[src/rtl/bw_pack_pkg.sv]
// Shared types and widths for the 1-bit pixel packer and its output FIFO.
package bw_pack_pkg;

  localparam int WORD_W = 16;
  localparam int PIX_W  = 10;

  typedef enum logic [1:0] {
    IDLE  = 2'd0,
    RUN   = 2'd1,
    DRAIN = 2'd2
  } state_t;

endpackage

[src/rtl/word_fifo.sv]
// Small synchronous FIFO. A push into a full FIFO only succeeds when a pop
// happens in the same cycle; a pop from an empty FIFO is ignored.
module word_fifo #(
  parameter int WIDTH = 16,
  parameter int DEPTH = 4
) (
  input  logic             clk,
  input  logic             rst,
  input  logic             push,
  input  logic             pop,
  input  logic [WIDTH-1:0] wdata,
  output logic [WIDTH-1:0] rdata,
  output logic             full,
  output logic             empty
);

  localparam int AW = (DEPTH > 1) ? $clog2(DEPTH) : 1;

  logic [WIDTH-1:0] mem [DEPTH];
  logic [AW-1:0]    wr_ptr;
  logic [AW-1:0]    rd_ptr;
  logic [AW:0]      count;
  logic             do_push;
  logic             do_pop;

  assign full    = (count == (AW+1)'(DEPTH));
  assign empty   = (count == '0);
  assign do_pop  = pop && !empty;
  assign do_push = push && (!full || do_pop);
  assign rdata   = mem[rd_ptr];

  always_ff @(posedge clk or posedge rst) begin
    if (rst) begin
      wr_ptr <= '0;
      rd_ptr <= '0;
      count  <= '0;
      for (int i = 0; i < DEPTH; i++) mem[i] <= '0;
    end else begin
      if (do_push) begin
        mem[wr_ptr] <= wdata;
        wr_ptr      <= wr_ptr + AW'(1);
      end
      if (do_pop) rd_ptr <= rd_ptr + AW'(1);
      case ({do_push, do_pop})
        2'b10:   count <= count + (AW+1)'(1);
        2'b01:   count <= count - (AW+1)'(1);
        default: count <= count;
      endcase
    end
  end

endmodule

[src/rtl/bw_pack.sv]
// Thresholds a grayscale pixel stream to 1 bit/pixel and packs 16 pixels per
// word (first pixel in bit 0) into an output FIFO; one frame per i_start.
// Output handshake: a word transfers on any rising edge where o_word_valid and
// i_word_ready are both high; o_word holds while valid is high and ready low.
module bw_pack
  import bw_pack_pkg::*;
#(
  parameter int IMG_W      = 640,
  parameter int IMG_H      = 480,
  parameter int FIFO_DEPTH = 4
) (
  input  logic              i_clk,
  input  logic              i_rst,
  input  logic              i_start,
  input  logic [PIX_W-1:0]  i_threshold,
  input  logic [PIX_W-1:0]  i_bw,
  input  logic              i_valid,
  output logic [WORD_W-1:0] o_word,
  output logic              o_word_valid,
  input  logic              i_word_ready,
  output logic              o_busy,
  output logic              o_frame_done,
  output logic              o_overflow,
  output logic [1:0]        o_state
);

  localparam int XW = $clog2(IMG_W);
  localparam int YW = $clog2(IMG_H + 1);

  state_t            state;
  state_t            state_next;
  logic [XW-1:0]     x;
  logic [YW-1:0]     y;
  logic [3:0]        bit_cnt;
  logic [WORD_W-1:0] shreg;
  logic [PIX_W-1:0]  thr;
  logic              overflow;

  logic              accept;
  logic              pix_bit;
  logic              word_done;
  logic              last_pix;
  logic [WORD_W-1:0] packed_word;
  logic              fifo_full;
  logic              fifo_empty;
  logic              drop;

  assign accept      = (state == RUN) && i_valid;
  assign pix_bit     = (i_bw >= thr);
  assign word_done   = accept && (bit_cnt == 4'd15);
  assign last_pix    = accept && (x == XW'(IMG_W - 1)) && (y == YW'(IMG_H - 1));
  // Shift right so the oldest pixel lands in bit 0 once 16 have arrived.
  assign packed_word = {pix_bit, shreg[WORD_W-1:1]};
  assign drop        = word_done && fifo_full && !i_word_ready;

  always_ff @(posedge i_clk or posedge i_rst) begin
    if (i_rst) state <= IDLE;
    else       state <= state_next;
  end

  always_comb begin
    state_next   = state;
    o_frame_done = 1'b0;
    case (state)
      IDLE:    if (i_start) state_next = RUN;
      RUN:     if (last_pix) state_next = DRAIN;
      DRAIN: begin
        if (fifo_empty) begin
          state_next   = IDLE;
          o_frame_done = 1'b1;
        end
      end
      default: state_next = IDLE;
    endcase
  end

  always_ff @(posedge i_clk or posedge i_rst) begin
    if (i_rst) begin
      x        <= '0;
      y        <= '0;
      bit_cnt  <= '0;
      shreg    <= '0;
      thr      <= '0;
      overflow <= 1'b0;
    end else if (state == IDLE && i_start) begin
      x        <= '0;
      y        <= '0;
      bit_cnt  <= '0;
      shreg    <= '0;
      thr      <= i_threshold;
      overflow <= 1'b0;
    end else if (accept) begin
      shreg   <= packed_word;
      bit_cnt <= bit_cnt + 4'd1;
      if (x == XW'(IMG_W - 1)) begin
        x <= '0;
        y <= y + YW'(1);
      end else begin
        x <= x + XW'(1);
      end
      if (drop) overflow <= 1'b1;
    end
  end

  word_fifo #(
    .WIDTH (WORD_W),
    .DEPTH (FIFO_DEPTH)
  ) u_fifo (
    .clk   (i_clk),
    .rst   (i_rst),
    .push  (word_done),
    .pop   (i_word_ready),
    .wdata (packed_word),
    .rdata (o_word),
    .full  (fifo_full),
    .empty (fifo_empty)
  );

  assign o_word_valid = !fifo_empty;
  assign o_busy       = (state == RUN) || (state == DRAIN);
  assign o_overflow   = overflow;
  assign o_state      = state;

endmodule

[config.mk]
export PLATFORM = sky130hd
export DESIGN_NAME = bw_pack
export DESIGN_NICKNAME = d
export VERILOG_FILES = /design/src/rtl/bw_pack_pkg.sv /design/src/rtl/word_fifo.sv /design/src/rtl/bw_pack.sv
export SDC_FILE = /design/constraint.sdc
export NUM_CORES = 1
export LEC_CHECK = 0
export BUFFER_PORTS_ARGS = -buffer_cell sky130_fd_sc_hd__buf_2
export CAP_MARGIN = 25
export CORE_MARGIN = 2
export CORE_UTILIZATION = 35
export DETAILED_ROUTE_END_ITERATION = 16
export PLACE_DENSITY_LB_ADDON = 0.15
export SLEW_MARGIN = 20
export SYNTH_ARGS = -nofsm -noshare
export SYNTH_HDL_FRONTEND = slang
export SYNTH_HIERARCHICAL = 1
export SYNTH_SLANG_ARGS = --single-unit
[constraint.sdc]
create_clock -name i_clk -period 2.2 [get_ports i_clk]
set_input_delay 0.22 -clock i_clk [delete_from_list [all_inputs] [get_ports i_clk]]
set_output_delay 0.22 -clock i_clk [all_outputs]
set_load 0.02 [all_outputs]
==> out/metrics.yaml <==
outcome: "finished clean"
critPathMaxFanout: 4
mostFrequentLayoutCell: "dfrtp_1"
hold_path.class: "in -> reg"
start_kind: "flop"
first_pass_iters: 6
power_frac_clock_pct: 39.5
rsz0062_at_grt: "true"
drt-initial-drc-count: 108
clock_latency_ps: 410
fmaxAchievable_mhz: 462
num-fill-cells: 1509
fin_crit_ps: 2160
cts_tree: "done"
async_flop_share_pct: 100
die_area_sq_mm: 0.0175
synth_edf_count: 0
yosysTopAreaCellShare_pct: 53.1
cts-root-buf: "clkbuf_16"
drive_gt1_share_pct: 37.7
io_pins: 47
netlist_area_sq_mm: 0.00575
p_sw_share_pct: 29.5
die_height_microns: 132
start_util_pct: 36.1
rows: 46
wire_per_inst_microns: 15.2
grt_pass1_vias: 4021
place_congestion: 0.753
ir_drop_mv: 0.742
ys.flop_type: "dfrtp_1"
die_x_microns: 132
finalSetupViolCount: 0
synth_largest_area_cell: "dfrtp_1"
place_inst: 737
leakagePower_nw: 3.42
fin_skew_ps: 5.77
route.detailed.drc: 0
grt_max_degree: 37
worst_ep_arrival_time_ps: 2450
preCtsSetupSlack_ps: 38.1
synth_area_leaders: "dfrtp_1 (53%), mux2_2 (13%), mux4_2 (6.3%), ha_1 (5.0%), nand2_1 (4.3%)"
seqPwrFrac_pct: 37.8
drv_slew: 0
antenna_found_initial: 0
syn_nets: 518
cp.required_ps: 2490
hold_viol_final: 0
yosysWarnings: 6
syn_area_per_cell_sq_um: 12.3
internal_power_w: 0.00502
cp-end-kind: "flop"
multi_input_area_sq_mm: 0.00254
yosysSeqAreaShare_pct: 53.1
slew_headroom_pct: 45.7
avgViaCountPerCell: 4.79
cts.htree.levels: 4
grt_pass1_wl_microns: 20300
routed-via-count: 3715
powerDensity_mw_per_mm2: 1000
overflow: 0
synth-seq-cells: 122
worst_slack_ps: 35.9
io_buffers: 46
cts_sinks: 122
switching_power_w: 0.00210
path_clk_slew_ps: 50
synthCells: 469
drv_cap: 0
pwr-share-comb_pct: 22.7
antenna_left: 0
fin_area_sq_mm: 0.00710
layout.nets: 597
hpwl_microns: 7930
routed_wl_microns: 11800
instances_no_fill: 776
grt_util_all_layers_pct: 14.9
path_class: "reg -> reg"
fin_crit_sh_pct: 98.4
tightest_slew_ps: 813
ff_latch_area_sq_mm: 0.00306
n_antenna_cell: 0
post_dp_cell_area_sq_mm: 0.00640
cts_buffer_depth: 2
yosysUniqueCellTypes: 41
area_growth_pct: 23.5
core_area_sq_mm: 0.0159
layout_common_cells: "dfrtp_1 (120), nand2_1 (65), mux2_2 (65)"
cts_buffers: 17
==> synth_stat cells, drive strengths merged, types with 2 or more instances <==
| master | number |
|---|---|
| dfrtp | 122 |
| mux2 | 67 |
| nand2 | 66 |
| nor2 | 31 |
| a21oi | 23 |
| ha | 23 |
| inv | 23 |
| mux4 | 16 |
| xor2 | 14 |
| clkbuf | 12 |
| o21ai | 12 |
| xnor2 | 10 |
| nand4 | 9 |
| buf | 7 |
| nor3 | 5 |
| and3 | 3 |
| nand3 | 3 |
| a211oi | 2 |
| and2 | 2 |
| nand2b | 2 |
| o31ai | 2 |
| or3 | 2 |
==> what timing repair did <==
item / in CTS / in global routing
setup buffers: 0 / 4
endpoints found under the setup margin: 0 / 3
hold buffers: 4 / 0
resized for setup: 0 / 5
hold endpoints to repair: 28 / 0
==> sequential cells by signal, summed over array words and instances, names as in the netlist, 3 cells and up <==
signal and flops:
thr 10, shreg 15, u_fifo/mem 64, y 9, bit_cnt 4, u_fifo/count 3, x 10
==> worst paths after layout <==
kind / start / end / slack (ps) / depth (start not counted)
max: x[8] / o_state[1] / 40 / 5
min: i_threshold[3] / thr[3] / 20 / 3
max reg2reg: x[8] / o_state[1] / 40 / 5
min reg2reg: thr[0] / thr[0] / 490 / 2
max in group asynchronous: i_rst / thr[7] / 1020 / 4
min in group asynchronous: i_rst / u_fifo/mem[18] / 430 / 3
==> power groups by stage <==
stage          logic [W]  clock network [W]  registers, W
2_1_floorplan    0.00114                  0       0.00265
3_3_place_gp     0.00159                  0       0.00273
3_5_place_dp     0.00162                  0       0.00273
4_1_cts          0.00163            0.00288       0.00270
5_1_grt          0.00181            0.00298       0.00273
6_report         0.00161            0.00281       0.00269
==> routing by layer <==
layer	vias to the layer above	track usage (%)	wire length, microns
met3	11	4.23	357
met2	40	25.1	5880
met1	1882	18.5	5470
met5	-	0	0
met4	0	4.53	113
li1	1782	-	-
==> cell families after synthesis <==
logic type,count (synthesis),synth area share (%)
XOR/XNOR,24,3.66
buffers and inverters,42,3.31
AO/OA/AOI/OAI,42,4.18
multiplexers,84,19.7
flip-flops,122,53.1
AND/OR/NAND/NOR,131,10.7
adder cells (fa/ha/maj),24,5.35
==> per-stage QoR <==
| step | total power (W) | hold WS [ps] | utilization, % | setup TNS, ps |
|---|---|---|---|---|
| after floorplan | 0.00379 | 325 | - | -30.7 |
| after global placement | 0.00432 | 317 | 40.2 | 0 |
| after detailed placement | 0.00436 | 328 | 40.2 | 0 |
| after CTS | 0.00721 | 1.19 | 44.2 | 0 |
| after global routing | 0.00752 | 25.3 | 44.6 | -28.4 |
| final | 0.00712 | 21.7 | 44.6 | 0 |
==> area by class of cell <==
class,count,share of cell area (%)
tap,216,3.80
timing repair buffer,79,7.68
multi-input combinational,305,35.8
clock inverter,11,2.04
inverter,23,1.22
clock buffer,20,6.43
sequential,122,43.0
==> critical path, cell delays in order, from the launching register on <==
cell and delay, ps:
dfrtp_1 400, or3b_4 410, or4_4 590, o31ai_4 190
o221ai_2 150, mux2_4 320
Power figures use the tool's default switching activity.
